### src/rtl/ll_stream_stage.sv
// ll_stream_stage: FIFO-buffered stream stage with a per-token transform and frame tracking.
// The send/ack handshake is combinational; occupancy is counted separately from the pointers.
`default_nettype none

module ll_stream_stage #(
  parameter int DATA_W    = 16,
  parameter int DEPTH     = 4,
  parameter int MODE      = 0,
  parameter int SHIFT     = 1,
  parameter int FRAME_LEN = 16
) (
  input  logic              CLK,
  input  logic              RESET,
  input  logic [DATA_W-1:0] In1_DATA,
  input  logic              In1_SEND,
  input  logic [15:0]       In1_COUNT,
  output logic              In1_ACK,
  output logic [DATA_W-1:0] Out1_DATA,
  output logic              Out1_SEND,
  output logic [15:0]       Out1_COUNT,
  input  logic              Out1_RDY,
  input  logic              Out1_ACK,
  output logic [6:0]        LEVEL,
  output logic              FRAME_DONE
);

  localparam int PTR_W = $clog2(DEPTH);
  localparam logic [DATA_W-1:0] MOST_NEG = {1'b1, {(DATA_W-1){1'b0}}};

  logic [PTR_W-1:0]  wr_ptr_q, wr_ptr_d;
  logic [PTR_W-1:0]  rd_ptr_q, rd_ptr_d;
  logic [6:0]        level_q, level_d;
  logic [15:0]       frame_q, frame_d;
  logic [DATA_W-1:0] mem_q [DEPTH];
  logic [DATA_W-1:0] head;
  logic [DATA_W-1:0] xform;
  logic              do_wr, do_rd, last_tok;
  logic              unused_inputs;

  assign unused_inputs = ^{In1_COUNT, Out1_ACK};

  // Reset gates the strobes so they drop immediately, not at the next edge.
  assign do_wr    = RESET && In1_SEND && (level_q < 7'(DEPTH));
  assign do_rd    = RESET && Out1_RDY && (level_q != 7'd0);
  assign last_tok = (frame_q == 16'(FRAME_LEN - 1));

  assign In1_ACK    = do_wr;
  assign Out1_SEND  = do_rd;
  assign FRAME_DONE = do_rd && last_tok;
  assign Out1_COUNT = 16'h1;
  assign LEVEL      = level_q;

  always_comb begin
    wr_ptr_d = wr_ptr_q;
    rd_ptr_d = rd_ptr_q;
    level_d  = level_q;
    frame_d  = frame_q;
    if (do_wr) wr_ptr_d = wr_ptr_q + PTR_W'(1);
    if (do_rd) begin
      rd_ptr_d = rd_ptr_q + PTR_W'(1);
      frame_d  = last_tok ? 16'd0 : frame_q + 16'd1;
    end
    if (do_wr && !do_rd)      level_d = level_q + 7'd1;
    else if (!do_wr && do_rd) level_d = level_q - 7'd1;
  end

  always_ff @(posedge CLK or negedge RESET) begin
    if (!RESET) begin
      wr_ptr_q <= '0;
      rd_ptr_q <= '0;
      level_q  <= '0;
      frame_q  <= '0;
    end else begin
      wr_ptr_q <= wr_ptr_d;
      rd_ptr_q <= rd_ptr_d;
      level_q  <= level_d;
      frame_q  <= frame_d;
    end
  end

  // Storage is never cleared; occupancy alone decides what is valid.
  always_ff @(posedge CLK) begin
    if (do_wr) mem_q[wr_ptr_q] <= In1_DATA;
  end

  assign head = mem_q[rd_ptr_q];

  always_comb begin
    xform = head;
    if (MODE == 1) begin
      xform = DATA_W'($signed(head) >>> SHIFT);
    end else if (MODE == 2) begin
      if (head == MOST_NEG)     xform = ~MOST_NEG;
      else if (head[DATA_W-1])  xform = -head;
    end
  end

  assign Out1_DATA = (level_q != 7'd0) ? xform : '0;

endmodule

`default_nettype wire

### config.mk
export PLATFORM = sky130hd
export DESIGN_NAME = ll_stream_stage
export DESIGN_NICKNAME = d
export VERILOG_FILES = /design/src/rtl/ll_stream_stage.sv
export SDC_FILE = /design/constraint.sdc
export NUM_CORES = 1
export LEC_CHECK = 0
export CORE_ASPECT_RATIO = 0.8
export CORE_MARGIN = 2
export CORE_UTILIZATION = 47
export CTS_CLUSTER_SIZE = 10
export DETAILED_ROUTE_END_ITERATION = 16
export MAX_ROUTING_LAYER = met4
export PLACE_DENSITY = 0.76
export SETUP_SLACK_MARGIN = 0.05
export SLEW_MARGIN = 20
export SYNTH_ARGS = -nofsm -noshare
export SYNTH_HDL_FRONTEND = slang
export SYNTH_SLANG_ARGS = --single-unit
### constraint.sdc
create_clock -name CLK -period 2.6 [get_ports CLK]
set_input_delay 0.78 -clock CLK [delete_from_list [all_inputs] [get_ports CLK]]
set_output_delay 0.78 -clock CLK [all_outputs]
set_load 0.01 [all_outputs]
; After elaboration in Yosys (flattened, before gate mapping)
; Memory sizes are Yosys's and may differ from the RTL's.
; Index checks and enable logic that the tools add are counted.
[classes]
addsub = 5
n_lt_le_gt_ge = 1
eq_ne = 1
muxes = 6
n_reduce_logical = 11
[op_table]
columns = cell, n
row1 = 16-bit 2-to-1 mux, 2
row2 = 16-bit by 1-bit adder with 16-bit output (second input constant), 1
row3 = 16-bit by 4-bit equality test with 1-bit output (second input constant), 1
row4 = 7-bit 2-to-1 mux, 2
row5 = 7-bit by 1-bit adder with 7-bit output (second input constant), 1
row6 = 1-bit logical AND, 7
row7 = 7-bit by 3-bit < comparator with 1-bit output (second input constant), 1
row8 = 7-bit nonzero test, 1
row9 = 7-bit by 1-bit subtractor with 7-bit output (second input constant), 1
row10 = 2-bit by 1-bit adder with 2-bit output (second input constant), 2
row11 = 1-bit zero test, 2
row12 = 1-bit 2-to-1 mux, 2
row13 = 2-bit nonzero test, 1
[totals]
reg_bits = 27
mem_bits_rw = 64
in_bits = 37
wordCells = 29
mem_count = 1
[memory_table]
columns = memory, depth, word_bits, rd, rd_clocked_by_memory_dff, wr, line
row1 = mem_q, 4, 16, 1, 0, 1, 34  ; logic [DATA_W-1:0] mem_q [DEPTH];

; Depth between registers and ports, before layout
[depth]
depth_word = 6
mapped_depth = 10
ltp_nobuf = 10

; Least setup slack after synthesis
; No wires, ideal clock.
[synth_timing]
path_kind = input to register
startpoint = input In1_SEND
endpoint = register level_q[6] (netlist: LEVEL[6])
arrival_ps = 2800
t_required_ps = 2474
path_slack_ps = -327
path_stages = 9
path_buffers = 0
cell_sequence = nand2_1 > nor2_1 > ha_1 > inv_1 > ha_1 > or4_1 > o211ai_1 > nor3b_1 > xnor2_1
[synth_via]
elab_chain_cells = 5
word_cells_on_any_way = 7
[synth_lines]
columns = element, line
row1 = start: declaration, 15  ; input logic In1_SEND,
row2 = 1-bit logical AND * (2 in series), 43  ; assign do_wr = RESET && In1_SEND && (level_q < 7'(DEPTH));
row3 = via In1_ACK, 17  ; output logic In1_ACK,
row4 = 1-bit zero test, 64  ; else if (!do_wr && do_rd) level_d = level_q - 7'd1;
row5 = 1-bit logical AND, 64
row6 = 2-bit nonzero test (no source line), -
row7 = end signal: assignment, 76  ; level_q <= level_d;
row8 = end: declaration, 32  ; logic [6:0] level_q, level_d;
; The timed path passes the listed nets; every way through them passes the cells marked *.
; A chain may end at the register's enable or synchronous reset.

; Final worst setup path
[layout_timing]
startpoint = register rd_ptr_q[0]
endpoint = output Out1_DATA[9]
[layout_via]
elab_chain_cells = 2
[layout_lines]
columns = element, line
row1 = start: declaration, 31  ; logic [PTR_W-1:0] rd_ptr_q, rd_ptr_d;
row2 = start signal: assignment, 75  ; rd_ptr_q <= rd_ptr_d;
row3 = memory read 4 x 16 bit, -
row4 = 16-bit 2-to-1 mux, 98  ; assign Out1_DATA = (level_q != 7'd0) ? xform : '0;
row5 = end: declaration, 18  ; output logic [DATA_W-1:0] Out1_DATA,
; No other way between the ends.

==> flow_summary.json <==
{
  "status": "completed",
  "arrival_ns": 1.73,
  "grt_overflow": 0,
  "grt_pass1_vias": 2576,
  "fin_nets": 433,
  "crit_fanout": 9,
  "n_antenna_cell": 0,
  "place_hpwl_mm": 5.40,
  "antenna_found_initial": 0,
  "hold_viol": 0,
  "gp_congestion": 0.905,
  "final_cell_mix": "64 x edfxtp_1, 35 x buf_4, 26 x dfrtp_1, 23 x clkdlybuf4s50_1, 17 x buf_2",
  "firstDrtPassIters": 4,
  "timing.setup.critical_path_class": "reg -> out",
  "p_per_area_nw_per_um2": 911,
  "via_per_inst": 5.29,
  "port_buffers": 45,
  "path_cells": "buf_12, mux4_2, nor2b_2, buf_2",
  "finalSetupViolCount": 0,
  "placementRows": 30,
  "cpLargestDelayFamily": "multiplexers",
  "ys_warn_count": 0,
  "p_seq_share_pct": 37.6,
  "htreeDepth": 3,
  "ys_seq_area_share_pct": 61.7,
  "clock-sinks": 91,
  "rsz0062_at_grt": "true",
  "crit_path_start_kind": "flop",
  "cts_tree": "yes",
  "root_buffer": "clkbuf_8",
  "switching_power_uw": 1580,
  "drive_above_1_share_pct": 32.4,
  "min_period_ns": 2.51,
  "synthCells": 298,
  "insertion_delay_ns": 0.36,
  "synthDistinctLibCells": 42,
  "avgSynthCellArea_um2": 14.1,
  "final_common_cell": "edfxtp_1",
  "drtAntennaViolNets": 0,
  "combPwrFrac_pct": 41.8,
  "cts_made_buffers": 9,
  "synth-edff-count": 64,
  "irDropWorstVdd_mv": 0.457,
  "p_leak_uw": 0.00202,
  "initial_utilization_pct": 49.0,
  "critPathBufInv": 2,
  "required_ns": 1.82,
  "fmax_mhz": 399,
  "synth-seq-cells": 91,
  "grt_max_degree": 23,
  "syn_to_final_growth_pct": 28.1,
  "slew_viol_final": 0,
  "initialDrtViolationCount": 162,
  "switching_share_pct": 32.1,
  "synth-main-ff-cell": "edfxtp_1",
  "drc": 0,
  "grt_use_total_pct": 17.7,
  "min_path_type": "in -> async",
  "critPathMaxStageDelay_ns": 0.49,
  "boundaryPins": 79,
  "dieArea_um2": 9730,
  "period_share_pct": 96.4,
  "finClkSkew_ns": 0.0125,
  "drv_cap": 0,
  "wl_per_cell_um": 15.7,
  "clk_pin_slew_worst_paths_ns": 0.09,
  "async_reset_ff_share_pct": 29.7,
  "pwr-share-clk_pct": 20.6,
  "grt_pass1_wl_mm": 12.3,
  "p_int_uw": 3340,
  "timing.critical_path.slowest_stage_cell": "mux4_2",
  "fin_setup_tns_ns": 0,
  "vias": 2649,
  "clk_path_buf_depth": 2,
  "core_um2": 8600,
  "routed_wl_mm": 7.86,
  "hold_buffers": 0,
  "endpoint_kind": "primary output",
  "post_synth_instance_area_um2": 4210,
  "p_total_uw": 4910,
  "die_x_um": 110,
  "die_y_um": 88.6
}
[power groups by stage]
stage                     sequential, µW  clock (µW)  combinational [µW]
after floorplan                     1890           0                1100
after global placement              1850           0                1990
after detailed placement            1860           0                2030
after CTS                           1850        1040                2030
after global routing                1860        1100                2250
final                               1850        1010                2060
[final timing paths]
check                             from            to  slack [ns]  depth (start not counted)
setup / recovery           rd_ptr_q[0]  Out1_DATA[9]        0.09                          4
hold / removal                   RESET      LEVEL[1]        0.42                          2
setup reg to reg              LEVEL[6]      LEVEL[6]        0.15                         10
hold reg to reg             frame_q[2]    frame_q[2]        0.53                          1
max in group asynchronous        RESET   rd_ptr_q[0]        1.84                          2
min in group CLK            frame_q[2]    frame_q[2]        0.53                          1
[logic make-up after synthesis]
family,count (synthesis),share of synthesized area [%]
and+or+nand+nor,84,11.2
buffers and inverters,39,5.11
AOI/OAI and AO/OA,40,6.24
adders and majority gates,12,3.75
DFF,91,61.7
muxes,21,9.90
other,2,0.178
xor gates and xnor gates,9,1.87
[layer usage]
metal,GRT usage (%),vias up,routed length [µm]
met5,-,-,0
met4,6.21,0,131
met3,3.98,12,377
met2,28.4,72,3890
met1,22.3,1285,3460
li1,-,1280,-
[Yosys cell counts, types with 4 or more instances]
cell	instances	area, µm²
edfxtp_1	64	1920
dfrtp_1	27	676
buf_4	16	120
mux4_2	16	360
nor2b_1	16	100
nand2_1	12	45.0
ha_1	11	138
nor2_1	11	41.3
o21ai_0	11	55.1
inv_1	10	37.5
nor4_1	10	62.6
a22o_1	8	70.1
nor3_1	8	40.0
xnor2_1	8	70.1
a21oi_1	7	35.0
buf_2	7	35.0
nand4_1	6	37.5
clkbuf_1	5	18.8
or4_1	5	37.5
a21o_1	4	30.0
and2_1	4	25.0
mux2_2	4	45.0
nand3_1	4	20.0
[through the flow]
step	instances	instance area, µm²	setup slack [ns]	hold slack [ns]	utilization [%]
2_1_floorplan	312	4310	0.0333	0.478	-
3_3_place_gp	478	5090	-0.601	0.508	59.2
3_5_place_dp	478	5090	-0.629	0.515	59.2
4_1_cts	500	5350	0.0357	0.530	62.2
5_1_grt	501	5390	0.0153	0.420	62.7
6_report	501	5390	0.0934	0.419	62.7
[registers in the layout, summed over array words and instances, names as in the netlist]
signal / count
wr_ptr_q: 2
rd_ptr_q: 2
LEVEL: 7
mem_q: 64
frame_q: 16
[repair_timing]
item / CTS / global route
cloned: 1 / 0
setup endpoints to repair: 23 / 22
buffers inserted: 5 / 1
gates resized for setup: 94 / 13
pin swaps: 8 / 6
[cell type report]
class,count,area [µm²]
well taps,112,140
clock inverters,7,95.1
fillers,658,3200
repair buffers,89,806
flip-flops and latches,91,2600
clock buffers,9,124
multi-input cells,182,1580
inverters,11,46.3
Note: power is estimated with default switching activity, not from simulation.
